`src/rtl/key_debounce.sv`:
```
// key_debounce: synchronises, debounces and classifies the active-low DE2
// pushbuttons. Each key has its own synchroniser, FSM and counter, and emits
// a registered debounced level plus one-cycle press, release and long-press
// strobes.
module key_debounce #(
  parameter int N_KEYS          = 4,
  parameter int DEBOUNCE_CYCLES = 1000000,
  parameter int LONG_CYCLES     = 50000000
) (
  input  logic              CLOCK_50,
  input  logic              RST_N,
  input  logic [N_KEYS-1:0] KEY,
  output logic [N_KEYS-1:0] key_level,
  output logic [N_KEYS-1:0] key_press,
  output logic [N_KEYS-1:0] key_release,
  output logic [N_KEYS-1:0] key_long
);

  // One counter serves both the debounce window and the long-press timer,
  // so it is sized for the larger of the two.
  localparam int MAX_CYCLES = (DEBOUNCE_CYCLES > LONG_CYCLES) ? DEBOUNCE_CYCLES : LONG_CYCLES;
  localparam int W          = $clog2(MAX_CYCLES) + 1;

  localparam logic [W-1:0] DEB_LAST  = W'(DEBOUNCE_CYCLES - 1);
  localparam logic [W-1:0] LONG_LAST = W'(LONG_CYCLES - 1);

  typedef enum logic [1:0] {
    IDLE,
    PRESS_CHK,
    PRESSED,
    RELEASE_CHK
  } state_t;

  for (genvar gi = 0; gi < N_KEYS; gi++) begin : g_key
    logic           sync1_reg, sync2_reg;
    logic           pressed;
    state_t         state_reg, state_next;
    logic [W-1:0]   cnt_reg, cnt_next;
    logic           long_done_reg, long_done_next;
    logic           level_reg, level_next;
    logic           press_reg, press_next;
    logic           release_reg, release_next;
    logic           long_reg, long_next;

    // Two-flop synchroniser; resets to the released level (KEY high).
    always_ff @(posedge CLOCK_50) begin
      if (!RST_N) begin
        sync1_reg <= 1'b1;
        sync2_reg <= 1'b1;
      end else begin
        sync1_reg <= KEY[gi];
        sync2_reg <= sync1_reg;
      end
    end

    // Active-high view of the synchronised key.
    assign pressed = ~sync2_reg;

    // State, counter, flag and output registers.
    always_ff @(posedge CLOCK_50) begin
      if (!RST_N) begin
        state_reg     <= IDLE;
        cnt_reg       <= '0;
        long_done_reg <= 1'b0;
        level_reg     <= 1'b0;
        press_reg     <= 1'b0;
        release_reg   <= 1'b0;
        long_reg      <= 1'b0;
      end else begin
        state_reg     <= state_next;
        cnt_reg       <= cnt_next;
        long_done_reg <= long_done_next;
        level_reg     <= level_next;
        press_reg     <= press_next;
        release_reg   <= release_next;
        long_reg      <= long_next;
      end
    end

    // Next-state logic; strobes are computed here so they leave registered.
    always_comb begin
      state_next     = state_reg;
      cnt_next       = cnt_reg;
      long_done_next = long_done_reg;
      level_next     = level_reg;
      press_next     = 1'b0;
      release_next   = 1'b0;
      long_next      = 1'b0;
      case (state_reg)
        IDLE: begin
          if (pressed) begin
            state_next = PRESS_CHK;
            cnt_next   = '0;
          end
        end
        PRESS_CHK: begin
          if (!pressed) begin
            state_next = IDLE;
          end else if (cnt_reg == DEB_LAST) begin
            state_next = PRESSED;
            cnt_next   = '0;
            level_next = 1'b1;
            press_next = 1'b1;
          end else begin
            cnt_next = cnt_reg + W'(1);
          end
        end
        PRESSED: begin
          if (!pressed) begin
            state_next = RELEASE_CHK;
            cnt_next   = '0;
          end else if (!long_done_reg && (cnt_reg == LONG_LAST)) begin
            long_next      = 1'b1;
            long_done_next = 1'b1;
          end else if (cnt_reg != '1) begin
            cnt_next = cnt_reg + W'(1);
          end
        end
        RELEASE_CHK: begin
          // A bounce back to pressed restarts the hold timer but keeps
          // long_done, so a glitchy hold cannot fire a second long strobe.
          if (pressed) begin
            state_next = PRESSED;
            cnt_next   = '0;
          end else if (cnt_reg == DEB_LAST) begin
            state_next     = IDLE;
            level_next     = 1'b0;
            release_next   = 1'b1;
            long_done_next = 1'b0;
          end else begin
            cnt_next = cnt_reg + W'(1);
          end
        end
        default: begin
          state_next = IDLE;
        end
      endcase
    end

    assign key_level[gi]   = level_reg;
    assign key_press[gi]   = press_reg;
    assign key_release[gi] = release_reg;
    assign key_long[gi]    = long_reg;
  end

endmodule

```
`config.mk`:
```
export PLATFORM = sky130hd
export DESIGN_NAME = key_debounce
export DESIGN_NICKNAME = d
export VERILOG_FILES = /design/src/rtl/key_debounce.sv
export SDC_FILE = /design/constraint.sdc
export NUM_CORES = 1
export LEC_CHECK = 0
export CAP_MARGIN = 15
export CORE_AREA = 10 10 140 142
export DETAILED_ROUTE_END_ITERATION = 10
export DIE_AREA = 0 0 150 152
export DONT_BUFFER_PORTS = 1
export HOLD_SLACK_MARGIN = 0.12
export SYNTH_ARGS = -nofsm -noshare
export SYNTH_HDL_FRONTEND = slang
export SYNTH_SLANG_ARGS = --single-unit
```
`constraint.sdc`:
```
create_clock -name CLOCK_50 -period 3.75 [get_ports CLOCK_50]
set_clock_uncertainty 0.2 [all_clocks]
set_input_delay 1.125 -clock CLOCK_50 [delete_from_list [all_inputs] [get_ports CLOCK_50]]
set_output_delay 1.125 -clock CLOCK_50 [all_outputs]
set_load 0.02 [all_outputs]
```
; After elaboration in Yosys (flattened, before gate mapping)
; Cells that the tools add are included.
[op_classes]
add_sub_neg = 4
n_eq_ne = 76
n_mux = 104
n_bitwise = 9
reduce_logical = 48
[op_table]
columns = cell, count
row1 = 2-to-1 mux 27 bit, 32
row2 = case mux 27 bit (4 select lines), 4
row3 = adder 27 x 1 -> 27 bit (second input constant), 4
row4 = equality test 27 x 20 -> 1 bit (second input constant), 4
row5 = equality test 27 x 26 -> 1 bit (second input constant), 4
row6 = inequality test 27 bit (second input constant), 4
row7 = inequality test 2 bit (second input constant), 32
row8 = inequality test 3 bit (second input constant), 20
row9 = AND reduction 5 bit, 12
row10 = 2-to-1 mux 2 bit, 24
row11 = 2-to-1 mux 1 bit, 32
row12 = case mux 2 bit (4 select lines), 4
row13 = OR reduction 3 bit, 8
row14 = equality test 2 bit (second input constant), 8
row15 = case mux 1 bit (2 select lines), 8
row16 = AND reduction 4 bit, 4
row17 = nonzero test 2 bit, 8
row18 = AND reduction 3 bit, 4
row19 = NOT 1 bit, 9
row20 = equality test 2 x 1 -> 1 bit (second input constant), 4
row21 = zero test 2 bit, 4
row22 = logical AND 1 bit, 4
row23 = zero test 1 bit, 4
[word_totals]
register_bits = 144
inputBits = 6
output_inout_bits = 16
wordCells = 277

; Logic depth before layout (Yosys ltp)
[logic_depth]
ltp_word = 5
mapped_depth = 10
mapped_depth_nobuf = 7

; Worst setup path before layout
; OpenSTA, ideal clock, no wires.
[synth_path]
kind = flip-flop to flip-flop
from = reg g_key[1].cnt_reg[0]
to = reg g_key[1].cnt_reg[25]
setup_ns = 0.069
t_arrival_ns = 2.383
required_time_ns = 3.481
setup_slack_ns = 1.098
path_stages_with_launch = 10
n_path_buf = 2
period_less_slack_ns = 2.652
path_cell_list = dfxtp_1 > ha_1 > and3_1 > and3_1 > clkbuf_1 > and4_4 > or3_1 > buf_2 > or4_1 > o21ai_1
[synth_via]
elab_chain_cells = 5
word_cells_on_any_way = 17
cone_classes = add/sub: 1 / eq/ne: 6 / mux: 8 / reduce/logical: 2
[synth_rtl]
columns = item, line
row1 = start: declaration, 38  ; logic [W-1:0] cnt_reg, cnt_next;
row2 = start signal: assignment, 71  ; cnt_reg <= cnt_next;
row3 = adder 27 x 1 -> 27 bit, "105, 116, 131"
row4 = 2-to-1 mux 27 bit, 115  ; end else if (cnt_reg != '1) begin
row5 = 2-to-1 mux 27 bit, 112  ; end else if (!long_done_reg && (cnt_reg == LONG_LAST)) begin
row6 = 2-to-1 mux 27 bit, 109  ; if (!pressed) begin
row7 = case mux 27 bit (4 select lines), 89  ; case (state_reg)
; Parallel ways exist; a longest one is shown, timed or not. The select of a mux whose other input is x is not followed.
; A chain may end at the register's enable or synchronous reset.

; Worst setup path after layout
[layout_path]
from = reg g_key[1].cnt_reg[0]
to = reg g_key[1].cnt_reg[21]
; Same word-level chain as after synthesis.

==> flow_metrics.env <==
export IMPL_status="completed"
export IMPL_ys_ff_latch=144
export IMPL_r2r_setup_slack_ns=0.87
export IMPL_cp_required_ns=3.91
export IMPL_synth_warnings=0
export IMPL_rsz0062_at_grt="no"
export IMPL_fmax_mhz=347.0
export IMPL_dr_pass1_iters=5
export IMPL_timing_hold_ws_ns=0.2076
export IMPL_wl_mm=21.77
export IMPL_setup_worst_path_end_class="flip-flop"
export IMPL_ir_drop_uv=356.1
export IMPL_rows=48
export IMPL_nets=1001
export IMPL_via_count=7785
export IMPL_holdCritStartpoint="g_key[1].sync1_reg"
export IMPL_grt_max_degree=133
export IMPL_place_area_sq_um=8179
export IMPL_swShare_pct=22.14
export IMPL_hold_depth=1
export IMPL_die_y_microns=152
export IMPL_cap_violations=0
export IMPL_path_clk_slew_ns=0.06
export IMPL_final_setup_tns_ns=0
export IMPL_holdBufCountCts=0
export IMPL_p_sw_uw=737.4
export IMPL_n_antenna_cell=0
export IMPL_setup_viol=0
export IMPL_min_period_ns=2.882
export IMPL_r2r_start="g_key[1].cnt_reg[0]"
export IMPL_yosysSeqAreaShare_pct=35.10
export IMPL_grt_use_total_pct=18.80
export IMPL_wire_per_inst_microns=17.71
export IMPL_synthToLayoutAreaGrowth_pct=6.703
export IMPL_grt_overflow=0
export IMPL_async_flop_share_pct=0
export IMPL_slew_headroom_pct=41.87
export IMPL_cp_arrival_ns=3.04
export IMPL_design_area_sq_um=8763
export IMPL_timing_rr_end="g_key[1].cnt_reg[21]"
export IMPL_port_buffers=0
export IMPL_worstMarginPinSlew_ns=0.8654
export IMPL_synth_edff_count=0
export IMPL_leakagePower_nw=2.743
export IMPL_critPathMaxFanout=15
export IMPL_clkLatencyLatePin_ns=0.44
export IMPL_htreeDepth=4
export IMPL_p_comb_share_pct=2.7
export IMPL_p_int_mw=2.593
export IMPL_post_route_period_util_pct=76.86
export IMPL_power_mw=3.330
export IMPL_slew_violations=0
export IMPL_seqPwrFrac_pct=46.4
export IMPL_cts_num_sinks=144
export IMPL_ys_flop_type="dfxtp_1"
export IMPL_cts_tree="built"
export IMPL_globalplace_congestion=0.8334
export IMPL_fp_dieW_microns=150
export IMPL_place_hpwl_mm=13.71
export IMPL_crit_type="flip-flop to flip-flop"
export IMPL_drive_gt1_share_pct=7.470
export IMPL_p_clk_share_pct=50.8
export IMPL_synth_cells=1041
export IMPL_cts_setup_buffers=0
export IMPL_netlist_area_sq_um=8213
export IMPL_root_buffer="clkbuf_16"
export IMPL_hold_violations=0
export IMPL_cts_buffers=17
export IMPL_grt_pass1_vias=7206
export IMPL_synth_distinct_cells=66
export IMPL_drc=0
export IMPL_r2r_cells=7
export IMPL_core_area_sq_um=16940
export IMPL_synth_nets=1051
export IMPL_cts_resized=0
export IMPL_start_kind="flip-flop"
export IMPL_antenna_found_initial=0
export IMPL_hold_path_end="g_key[1].sync2_reg"
export IMPL_syn_area_per_cell_sq_um=7.889
export IMPL_ant_nets=0
export IMPL_postLayoutCoreUtil_pct=51.74
export IMPL_hold_path_class="flip-flop to flip-flop"
export IMPL_initial_core_util_pct=48.49
export IMPL_vias_per_cell=6.334
export IMPL_clockBufferDepth=2
export IMPL_grt_pass1_wl_mm=36.58
export IMPL_largest_reg_flops=108
export IMPL_drt_iter0_drc=727
export IMPL_p_per_area_nw_per_um2=380.0
export IMPL_die_area_sq_um=22800
export IMPL_io_pins=22
[kinds of logic after synthesis]
group | after synthesis | share of synthesized area (%)
buf+inv | 116 | 7.145
fa+ha+maj | 4 | 0.6094
xor+xnor | 5 | 0.5332
simple gates | 483 | 32.86
compound gates | 288 | 23.63
mux | 1 | 0.1219
flops | 144 | 35.10
[worst max-delay path, cell delays in order, from the launching register on]
cell and delay (ns):
dfxtp_1 0.34, ha_1 0.24, and3_1 0.25, and3_1 0.28, and4_4 0.24, or3_1 0.62
or4_1 0.55, o21ai_0 0.08
[cell usage after synthesis (5+ instances only)]
cell      count  area [sq um]
nand2b_1     23         143.9
o22ai_1      31         193.9
nor3_1       19         95.09
buf_6         6         67.56
nand4_1      44         275.3
o21ai_1      11         55.05
inv_1        25         93.84
nand2_1     122         457.9
nand3_1      59         295.3
nor4_1       23         143.9
a211oi_1     19         142.6
a22oi_1      12         90.09
and3_1       26         162.7
buf_4        20         150.1
a32oi_1       8         70.07
nand4b_1      5         43.79
or4_1        15         112.6
o311ai_0     33         289.0
nor2_1       46         172.7
o32ai_1      14         122.6
dfxtp_1     144          2883
o31ai_1      18         135.1
and4_1       13         113.9
clkbuf_1     48         180.2
nand3b_1     11         82.58
o41ai_1      11         96.34
buf_2        16         80.08
a21oi_1      82         410.4
or3_1        30         187.7
o21ai_0      28         140.1
and2_1       10         62.56
nor4b_1      11         96.34
[area by class of cell]
cell class                 instances  area [sq um]
timing repair buffer              22         177.7
fill                            1645          8173
sequential                       144          2883
tap                              225         281.5
clock buffer                      22         474.2
multi-input combinational        781          4743
inverter                          25         93.84
clock inverter                    10         110.1
[power groups by stage]
| stage | Clock [mW] | Combinational [mW] | Sequential (mW) |
|---|---|---|---|
| floorplan | 0 | 0.0950 | 1.57 |
| global placement | 0 | 0.0910 | 1.58 |
| detailed placement | 0 | 0.0905 | 1.58 |
| CTS | 1.73 | 0.0907 | 1.55 |
| global route | 1.79 | 0.102 | 1.55 |
| finish | 1.69 | 0.0914 | 1.55 |
[per-stage QoR]
stage | setup WS, ns | cells
2_1_floorplan | 1.098 | 1041
3_3_place_gp | 0.9341 | 1197
3_5_place_dp | 0.9167 | 1197
4_1_cts | 0.8954 | 1229
5_1_grt | 0.6007 | 1229
6_report | 0.8679 | 1229
[cell usage in the layout (no fill, tap or decap), drive strengths merged, types with 3 or more instances in the layout]
cell and instances:
inv 25, nor4b 11, o21ai 40, o311ai 34, ha 4, or4 17
a21oi 83, nor4bb 3, or3 30, nor4 26, nand2b 23, nand3 59
dfxtp 144, nor2 46, o22ai 31, a32oi 8, clkinv 4, or4b 3
o41ai 11, nand2 122, or3b 3, nor3 19, o31ai 19, and2 10
clkbuf 22, nand3b 11, nand4 44, or2 4, nand4b 5, and3 26
o21a 3, clkinvlp 4, xnor2 4, o32ai 14, a211oi 19, and4 14
a22oi 12, buf 22
[metal layers]
| metal | GRT usage [%] | wire length [microns] | vias to the layer above |
|---|---|---|---|
| met5 | 0 | 0 | - |
| met4 | 6.157 | 260 | 0 |
| met3 | 3.029 | 812 | 18 |
| met2 | 28.31 | 9893 | 157 |
| met1 | 26.62 | 10800 | 3714 |
| li1 | - | - | 3896 |
[worst max path at each step]
stage          cells after the start                start  slack (ns)                   end
3_3_place_gp                       7  g_key[1].cnt_reg[0]        0.93  g_key[1].cnt_reg[10]
6_report                           7  g_key[1].cnt_reg[0]        0.87  g_key[1].cnt_reg[21]
4_1_cts                            7  g_key[1].cnt_reg[0]        0.90  g_key[1].cnt_reg[23]
3_5_place_dp                       7  g_key[1].cnt_reg[0]        0.92   g_key[1].cnt_reg[3]
5_1_grt                            8  g_key[0].cnt_reg[0]        0.60  g_key[0].cnt_reg[18]
2_1_floorplan                      9  g_key[1].cnt_reg[0]        1.10  g_key[1].cnt_reg[25]
Note: power is estimated with default switching activity, not from simulation.
